[src/rtl/mem_dma_engine_pkg.sv]
// Shared types and constants for the word-copy DMA engine.
// No logic; imported by the engine, its range checker and the memory-port interface users.
package dma_pkg;

   typedef enum logic [2:0] {
      IDLE = 3'd0,
      CHK  = 3'd1,
      RD   = 3'd2,
      WR   = 3'd3,
      DONE = 3'd4
   } dma_state_e;

   localparam logic [15:0] MMIO_LIMIT_DEFAULT = 16'h1000;
   localparam logic [15:0] MMIO_RSVD          = 16'h0E00;

endpackage

[src/rtl/mem_dma_engine_if.sv]
// Single-port SRAM access bundle (port B): address, write data, write enable, 1-cycle read data.
// master = DMA engine, slave = memory; no flow control, the memory always responds.
interface mem_dma_engine_if #(
   parameter int unsigned DATA_WIDTH = 32,
   parameter int unsigned ADDR_WIDTH = 16
);
   logic [ADDR_WIDTH-1:0] mem_addr;
   logic [DATA_WIDTH-1:0] mem_wdata;
   logic                  mem_we;
   logic [DATA_WIDTH-1:0] mem_q;

   modport master (output mem_addr, output mem_wdata, output mem_we, input mem_q);
   modport slave  (input mem_addr, input mem_wdata, input mem_we, output mem_q);
endinterface

[src/rtl/mem_dma_engine_range_check.sv]
// Destination range check: reject if the start lies in the MMIO window or the last word wraps past the top.
// Purely combinational, zero latency, no backpressure.
module dma_range_check
   import dma_pkg::*;
#(
   parameter int unsigned           ADDR_WIDTH = 16,
   parameter logic [ADDR_WIDTH-1:0] MMIO_LIMIT = MMIO_LIMIT_DEFAULT
)(
   input  logic [ADDR_WIDTH-1:0] dst,
   input  logic [ADDR_WIDTH-1:0] len,
   output logic                  reject
);
   localparam logic [ADDR_WIDTH:0] ONE = {{ADDR_WIDTH{1'b0}}, 1'b1};

   logic [ADDR_WIDTH:0] dst_end;

   // One extra bit so a range running past the top of memory shows up as a carry.
   always_comb begin
      dst_end = {1'b0, dst} + {1'b0, len} - ONE;
      reject  = (dst < MMIO_LIMIT) || dst_end[ADDR_WIDTH];
   end
endmodule

[src/rtl/mem_dma_engine.sv]
// Single-channel word-copy DMA on memory port B: one word per two cycles (read, then write).
// done arrives 2*len+2 cycles after start; rejected or zero-length requests finish in cycle 2.
module mem_dma_engine
   import dma_pkg::*;
#(
   parameter int unsigned           DATA_WIDTH = 32,
   parameter int unsigned           ADDR_WIDTH = 16,
   parameter logic [ADDR_WIDTH-1:0] MMIO_LIMIT = MMIO_LIMIT_DEFAULT
)(
   input  logic                  clk,
   input  logic                  rst,
   input  logic                  start,
   input  logic                  abort,
   input  logic [ADDR_WIDTH-1:0] src_addr,
   input  logic [ADDR_WIDTH-1:0] dst_addr,
   input  logic [ADDR_WIDTH-1:0] len,
   output logic                  busy,
   output logic                  done,
   output logic                  error,
   output logic [ADDR_WIDTH-1:0] words_done,
   mem_dma_engine_if.master      mem
);
   dma_state_e            state_q, state_d;
   logic [ADDR_WIDTH-1:0] src_q, dst_q, len_q, words_done_q, wd_inc;
   logic                  error_q;
   logic                  reject;

   dma_range_check #(
      .ADDR_WIDTH (ADDR_WIDTH),
      .MMIO_LIMIT (MMIO_LIMIT)
   ) u_range_check (
      .dst    (dst_q),
      .len    (len_q),
      .reject (reject)
   );

   assign wd_inc = words_done_q + 1'b1;

   always_ff @(posedge clk) begin
      if (rst) begin
         state_q <= IDLE;
      end else begin
         state_q <= state_d;
      end
   end

   always_comb begin
      state_d = state_q;
      case (state_q)
         IDLE:    if (start) state_d = CHK;
         CHK:     state_d = (reject || (len_q == '0)) ? DONE : RD;
         RD:      state_d = abort ? DONE : WR;
         // An abort seen in WR still lets this write land before finishing.
         WR:      state_d = (abort || (wd_inc == len_q)) ? DONE : RD;
         DONE:    state_d = IDLE;
         default: state_d = IDLE;
      endcase
   end

   always_ff @(posedge clk) begin
      if (rst) begin
         src_q        <= '0;
         dst_q        <= '0;
         len_q        <= '0;
         words_done_q <= '0;
         error_q      <= 1'b0;
      end else begin
         case (state_q)
            IDLE: begin
               if (start) begin
                  src_q        <= src_addr;
                  dst_q        <= dst_addr;
                  len_q        <= len;
                  words_done_q <= '0;
                  error_q      <= 1'b0;
               end
            end
            CHK:     error_q      <= reject;
            WR:      words_done_q <= wd_inc;
            default: ;
         endcase
      end
   end

   always_comb begin
      busy          = (state_q == RD) || (state_q == WR);
      done          = (state_q == DONE);
      error         = error_q;
      words_done    = words_done_q;
      mem.mem_we    = 1'b0;
      mem.mem_addr  = '0;
      mem.mem_wdata = {DATA_WIDTH{1'b0}};
      case (state_q)
         RD: mem.mem_addr = src_q + words_done_q;
         WR: begin
            mem.mem_addr  = dst_q + words_done_q;
            mem.mem_we    = 1'b1;
            mem.mem_wdata = mem.mem_q;
         end
         default: ;
      endcase
   end
endmodule

[src/flat_wrapper.sv]
// flat-port wrapper written by rule: the top's interface ports become plain ports
module mem_dma_engine_flat import dma_pkg::*;
#(
   parameter int unsigned           DATA_WIDTH = 32,
   parameter int unsigned           ADDR_WIDTH = 16,
   parameter logic [ADDR_WIDTH-1:0] MMIO_LIMIT = MMIO_LIMIT_DEFAULT
)
  (clk, rst, start, abort, src_addr, dst_addr, len, busy, done, error, words_done, mem_mem_addr, mem_mem_wdata, mem_mem_we, mem_mem_q);
  mem_dma_engine_if #(.DATA_WIDTH(DATA_WIDTH), .ADDR_WIDTH(ADDR_WIDTH)) mem_i ();
  input  logic clk;
  input  logic rst;
  input  logic start;
  input  logic abort;
  input  logic [ADDR_WIDTH-1:0] src_addr;
  input  logic [ADDR_WIDTH-1:0] dst_addr;
  input  logic [ADDR_WIDTH-1:0] len;
  output logic busy;
  output logic done;
  output logic error;
  output logic [ADDR_WIDTH-1:0] words_done;
  output wire logic [$bits(mem_i.mem_addr)-1:0] mem_mem_addr;
  output wire logic [$bits(mem_i.mem_wdata)-1:0] mem_mem_wdata;
  output wire logic [$bits(mem_i.mem_we)-1:0] mem_mem_we;
  input wire logic [$bits(mem_i.mem_q)-1:0] mem_mem_q;
  assign mem_mem_addr = mem_i.mem_addr;
  assign mem_mem_wdata = mem_i.mem_wdata;
  assign mem_mem_we = mem_i.mem_we;
  assign mem_i.mem_q = mem_mem_q;
  mem_dma_engine #(.DATA_WIDTH(DATA_WIDTH), .ADDR_WIDTH(ADDR_WIDTH), .MMIO_LIMIT(MMIO_LIMIT)) u_core (.clk(clk), .rst(rst), .start(start), .abort(abort), .src_addr(src_addr), .dst_addr(dst_addr), .len(len), .busy(busy), .done(done), .error(error), .words_done(words_done), .mem(mem_i));
endmodule
[config.mk]
export PLATFORM = sky130hd
export DESIGN_NAME = mem_dma_engine_flat
export DESIGN_NICKNAME = d
export VERILOG_FILES = /design/src/rtl/mem_dma_engine_pkg.sv /design/src/rtl/mem_dma_engine_if.sv /design/src/rtl/mem_dma_engine_range_check.sv /design/src/rtl/mem_dma_engine.sv /design/src/flat_wrapper.sv
export SDC_FILE = /design/constraint.sdc
export NUM_CORES = 1
export LEC_CHECK = 0
export CAP_MARGIN = 20
export CORE_ASPECT_RATIO = 1.1
export CORE_MARGIN = 2
export CORE_UTILIZATION = 28
export DETAILED_ROUTE_END_ITERATION = 12
export REMOVE_ABC_BUFFERS = 1
export SLEW_MARGIN = 25
export SYNTH_ARGS = -nofsm -noshare
export SYNTH_HDL_FRONTEND = slang
export SYNTH_SLANG_ARGS = --single-unit
[constraint.sdc]
create_clock -name clk -period 7.5 [get_ports clk]
set_clock_uncertainty 0.1 [all_clocks]
set_input_delay 1.5 -clock clk [delete_from_list [all_inputs] [get_ports clk]]
set_output_delay 1.5 -clock clk [all_outputs]
set_load 0.05 [all_outputs]
== After elaboration in Yosys (flattened, before gate mapping) ==
Cells that the tools add are included.
Word-level totals
  register bits: 68
Cells by class
  $lt $le $gt $ge: 1
  eq/ne operators: 6
  muxes and demuxes: 12
  reductions and logical operators: 11
  add/sub/neg operators: 5
Operators by type and width (count)
  case mux 16 bit (2 select lines): 2
  adder 16 bit: 2
  2-to-1 mux 32 bit: 1
  adder 16 x 16 -> 17 bit: 1
  subtractor 17 x 1 -> 17 bit (second input constant): 1
  adder 16 x 1 -> 16 bit (second input constant): 1
  == test 16 bit: 1
  logical NOT 16 bit: 1
  < comparator 16 x 13 -> 1 bit (second input constant): 1
  2-to-1 mux 16 bit: 1
  2-to-1 mux 3 bit: 4
  case mux 3 bit (4 select lines): 1
  == test 3 x 2 -> 1 bit (second input constant): 2
  AND reduction 2 bit: 3
  logical OR 1 bit: 4
  nonzero test 2 bit: 2
  == test 3 x 1 -> 1 bit (second input constant): 1
  == test 3 bit (second input constant): 1
  logical NOT 3 bit: 1
  2-to-1 mux 1 bit: 2
  inequality test 2 bit (second input constant): 1
  case mux 1 bit (2 select lines): 1

== Depth between registers and ports, before layout ==
  depth after elaboration: 6
  depth in mapped cells: 14
  depth with buffers taken out: 13

== Modules after synthesis ==
From an unflattened synthesis, not the netlist that was laid out.
Second synthesis, totals
  cell total of the unflattened synthesis: 717
  area total of the unflattened synthesis: 5068.6 µm²
Modules (own cells, without submodules)
  mem_dma_engine: instances 1, cells an instance 605, seq. area each 1361.3 µm², area each 4331.7 µm²
  dma_range_check: instances 1, cells an instance 112, seq. area each 0.0 µm², area each 737.0 µm²

== Worst setup path after synthesis ==
No wires, ideal clock.
  path type: register to output
  start point: register u_core.state_q[1]
  end point: output mem_mem_addr[13]
  slack: 1443 ps
  arrival time: 4457 ps
  stages on the path, launching flop included: 13
  path buffers: 1
  path through: dfxtp_1 -> nand3b_1 -> inv_1 -> buf_1 -> nand2_1 -> nand2_1 -> ha_1 -> a211o_1 -> o211ai_1 -> a211o_1 -> a211oi_2 -> nor3_1 -> a2111oi_1
Between the ends
  cells in the longest elaborated chain, start to end: 2
RTL lines
  start: declaration: line mem_dma_engine.sv:23  | dma_state_e state_q, state_d;
  start signal: assignment: line mem_dma_engine.sv:43  | state_q <= state_d;
  == test 3 x 2 -> 1 bit: line mem_dma_engine.sv:93  | case (state_q)
  case mux 16 bit (2 select lines) (*): line mem_dma_engine.sv:93
  end: declaration: line flat_wrapper.sv:21  | output wire logic [$bits(mem_i.mem_addr)-1:0] mem_mem_addr;
Mark *: on every way between the ends. The rest lies on a longest branch, timed or not.

== Worst setup path in the final report ==
  start point: register u_core.state_q[0]
  end point: output mem_mem_addr[10]
The elaborated chain is that of the path after synthesis.

==> out/results.ini <==
[setup_path]
critPathLaunchType=flip-flop
path_max_fanout=39
cp_num_buf_inv=4
worstSetupPathType=flip-flop to primary output
end_kind=primary output
crit_required_ps=5900
crit_family=buffers and inverters
crit_chain=nand3b_1, buf_4, inv_1, nand2_1, nand2_1, ha_1, inv_1, fa_1, nor2b_1, o2111a_1, nor3_1, o31ai_1, xnor2_1, nor2_1, clkdlybuf4s50_1
slowest_stage=clkdlybuf4s50_1
worstPathArrival_ps=4400
critical-path-max-stage-delay_ps=820

[global_routing]
grt_max_degree=71
grt_pass1_wl_mm=24.5
grt_usage_pct=15.7
grt_overflow=0
first_global_vias=4910
antenna_found_initial=0

[cells_and_area]
syn_to_final_growth_pct=38.3
fin_cells=1077
multi_input_area_um2=3330
fill_cells=1870
seq_area_um2=1360
layout-drive-gt1-share_pct=5.36
diodes=0
final_cell_area_um2=7110
finalNetCount=964

[clock_network]
post_cts_buffers=0
h-tree-depth=3
hold_buffers=0
clk_path_buf_depth=2
numClockSinks=68
cts_made_buffers=9
cts_tree=yes
cts.clk_slew.worst_paths_ps=60
clk_latency_ps=340
clock-root-buffer=clkbuf_16
cts_resized=0

[sta]
worstMarginPinSlew_ps=743
finalSetupTns_ps=0
slew_viol_final=0
fin_crit_sh_pct=79.9
finalCriticalPeriod_ps=6000
layout_setup_ws_ps=1500
fmax_mhz=167
rsz0062_at_grt=no
final-setup-viol-count=0
relSlewSlack_pct=49.2
finalHoldViolCount=0

[synthesis]
ys_types=69
synth_common_cells=nand2_1 (149), a21oi_1 (71), inv_1 (71)
netlist.area_leader.share_pct=26.5
synthFlopType=dfxtp_1
synth_most_common_cell=nand2_1
synth_largest_area_cell=dfxtp_1
synthArstFlopShare_pct=0
ys_seq_area_share_pct=26.5
synth_fa_ha_area_share_pct=11.3
syn_area_um2=5140
synthSimpleGateAreaFrac_pct=28.7
synth_compound_area_share_pct=18.2
netlist_instances=706
synth-edff-count=0
synthTopCellsByArea=dfxtp_1 (26%), ha_1 (11%), nand2_1 (11%), a21oi_1 (6.9%), inv_1 (5.2%)
synth.avg_cell_area_um2=7.28
yosysWarnings=0
synth_seq_cells=68
synth_top_family_by_area=simple AND/OR/NAND/NOR gates
muxShareOfSynthArea_pct=0.779
synth_xor_xnor_area_share_pct=5.62

[die]
start_util_pct=28.8
row_count=51
die_area_um2=19500
die_w_um=133
ios=152
die_y_um=146
coreArea_um2=17900

[outcome]
status=finished clean

[placement]
dpl_worst_slack_ps=1480
placed_cell_area_um2=6790
place_congestion=0.843
port_buffers=151
hpwl_mm=12.0
dp_cells=1061

[pwr]
p_leak_nw=2.97
power_density_nw_per_um2=160
peakVddDrop_v=0.0000844
total_power_mw=1.14

[route]
drc=0
firstDrtPassIters=5
wl_per_cell_um=14.2
via_count=5190
ant_nets=0
wl_mm=15.3
via_per_inst=4.82
drt-initial-drc-count=203

[job]
max_cap_violations=0

[hold_path]
min_path_type=flip-flop to flip-flop

## state kept, by name, indices dropped and copies added, names as in the netlist
| name | count |
|---|---|
| u_core.len_q | 16 |
| u_core.words_done | 16 |
| u_core.dst_q | 16 |
| u_core.error | 1 |
| u_core.src_q | 16 |
| u_core.state_q | 3 |
## stage by stage
step / hold WS (ps) / util [%]
CTS: 356 / 39.8
floorplan: 330 / -
finish: 353 / 39.8
detailed placement: 349 / 38.0
global placement: 343 / 38.0
global route: 369 / 39.8
## final cells by class
type                       instances  area share, %
clock buffer                      10           3.22
clock inverter                     6           1.25
inverter                          71           3.75
multi-input combinational        528           46.8
sequential                        68           19.2
tap                              238           4.19
timing repair buffer             156           21.6
## per-layer routing
layer / part of all wire (%) / routed length (µm) / GRT usage, % / vias up
li1: - / - / - / 2676
met1: 45 / 6910 / 19.4 / 2328
met4: 2.0 / 307 / 5.27 / 0
met3: 6.7 / 1030 / 3.75 / 17
met5: 0 / 0 / 0 / -
met2: 46 / 7070 / 26.6 / 169
## worst reg2reg max path, delay by kind of cell (launching register included)
family,cells,cell delay (ps)
fa+ha+maj,1,350
simple gates,2,580
flops,1,600
xor+xnor,1,210
compound gates,3,790
## cells in the final DEF, fill, tap and decap left out, drive strengths merged, types with 14 or more instances in the layout
master	n
nand2	149
clkdlybuf4s50	147
a21oi	72
inv	71
dfxtp	68
ha	45
nor2	38
and3	34
o21ai	25
xnor2	19
xor2	14
## cell families after synthesis
family / Yosys count
simple gates: 300
flops: 68
fa+ha+maj: 46
compound gates: 145
mux: 4
xor+xnor: 33
buf+inv: 110
## power by group
part	total [mW]	leakage [nW]	switching, mW	internal (mW)
sequential	0.411	0.556	0.0261	0.385
clock	0.450	0.149	0.159	0.291
combinational	0.275	2.26	0.147	0.128
## worst paths after layout
check | start | endpoint | slack (ps) | cells past startpoint
setup / recovery | u_core.state_q[0]$_SDFFE_PP0P_ | mem_mem_addr[10] | 1500 | 15
hold / removal | u_core.dst_q[4]$_SDFFE_PP0P_ | u_core.dst_q[4]$_SDFFE_PP0P_ | 350 | 2
setup reg to reg | u_core.words_done[0]$_SDFFE_PP0P_ | u_core.state_q[1]$_SDFFE_PP0P_ | 4770 | 7
hold reg to reg | u_core.dst_q[4]$_SDFFE_PP0P_ | u_core.dst_q[4]$_SDFFE_PP0P_ | 350 | 2
Note: power is estimated with default switching activity, not from simulation.
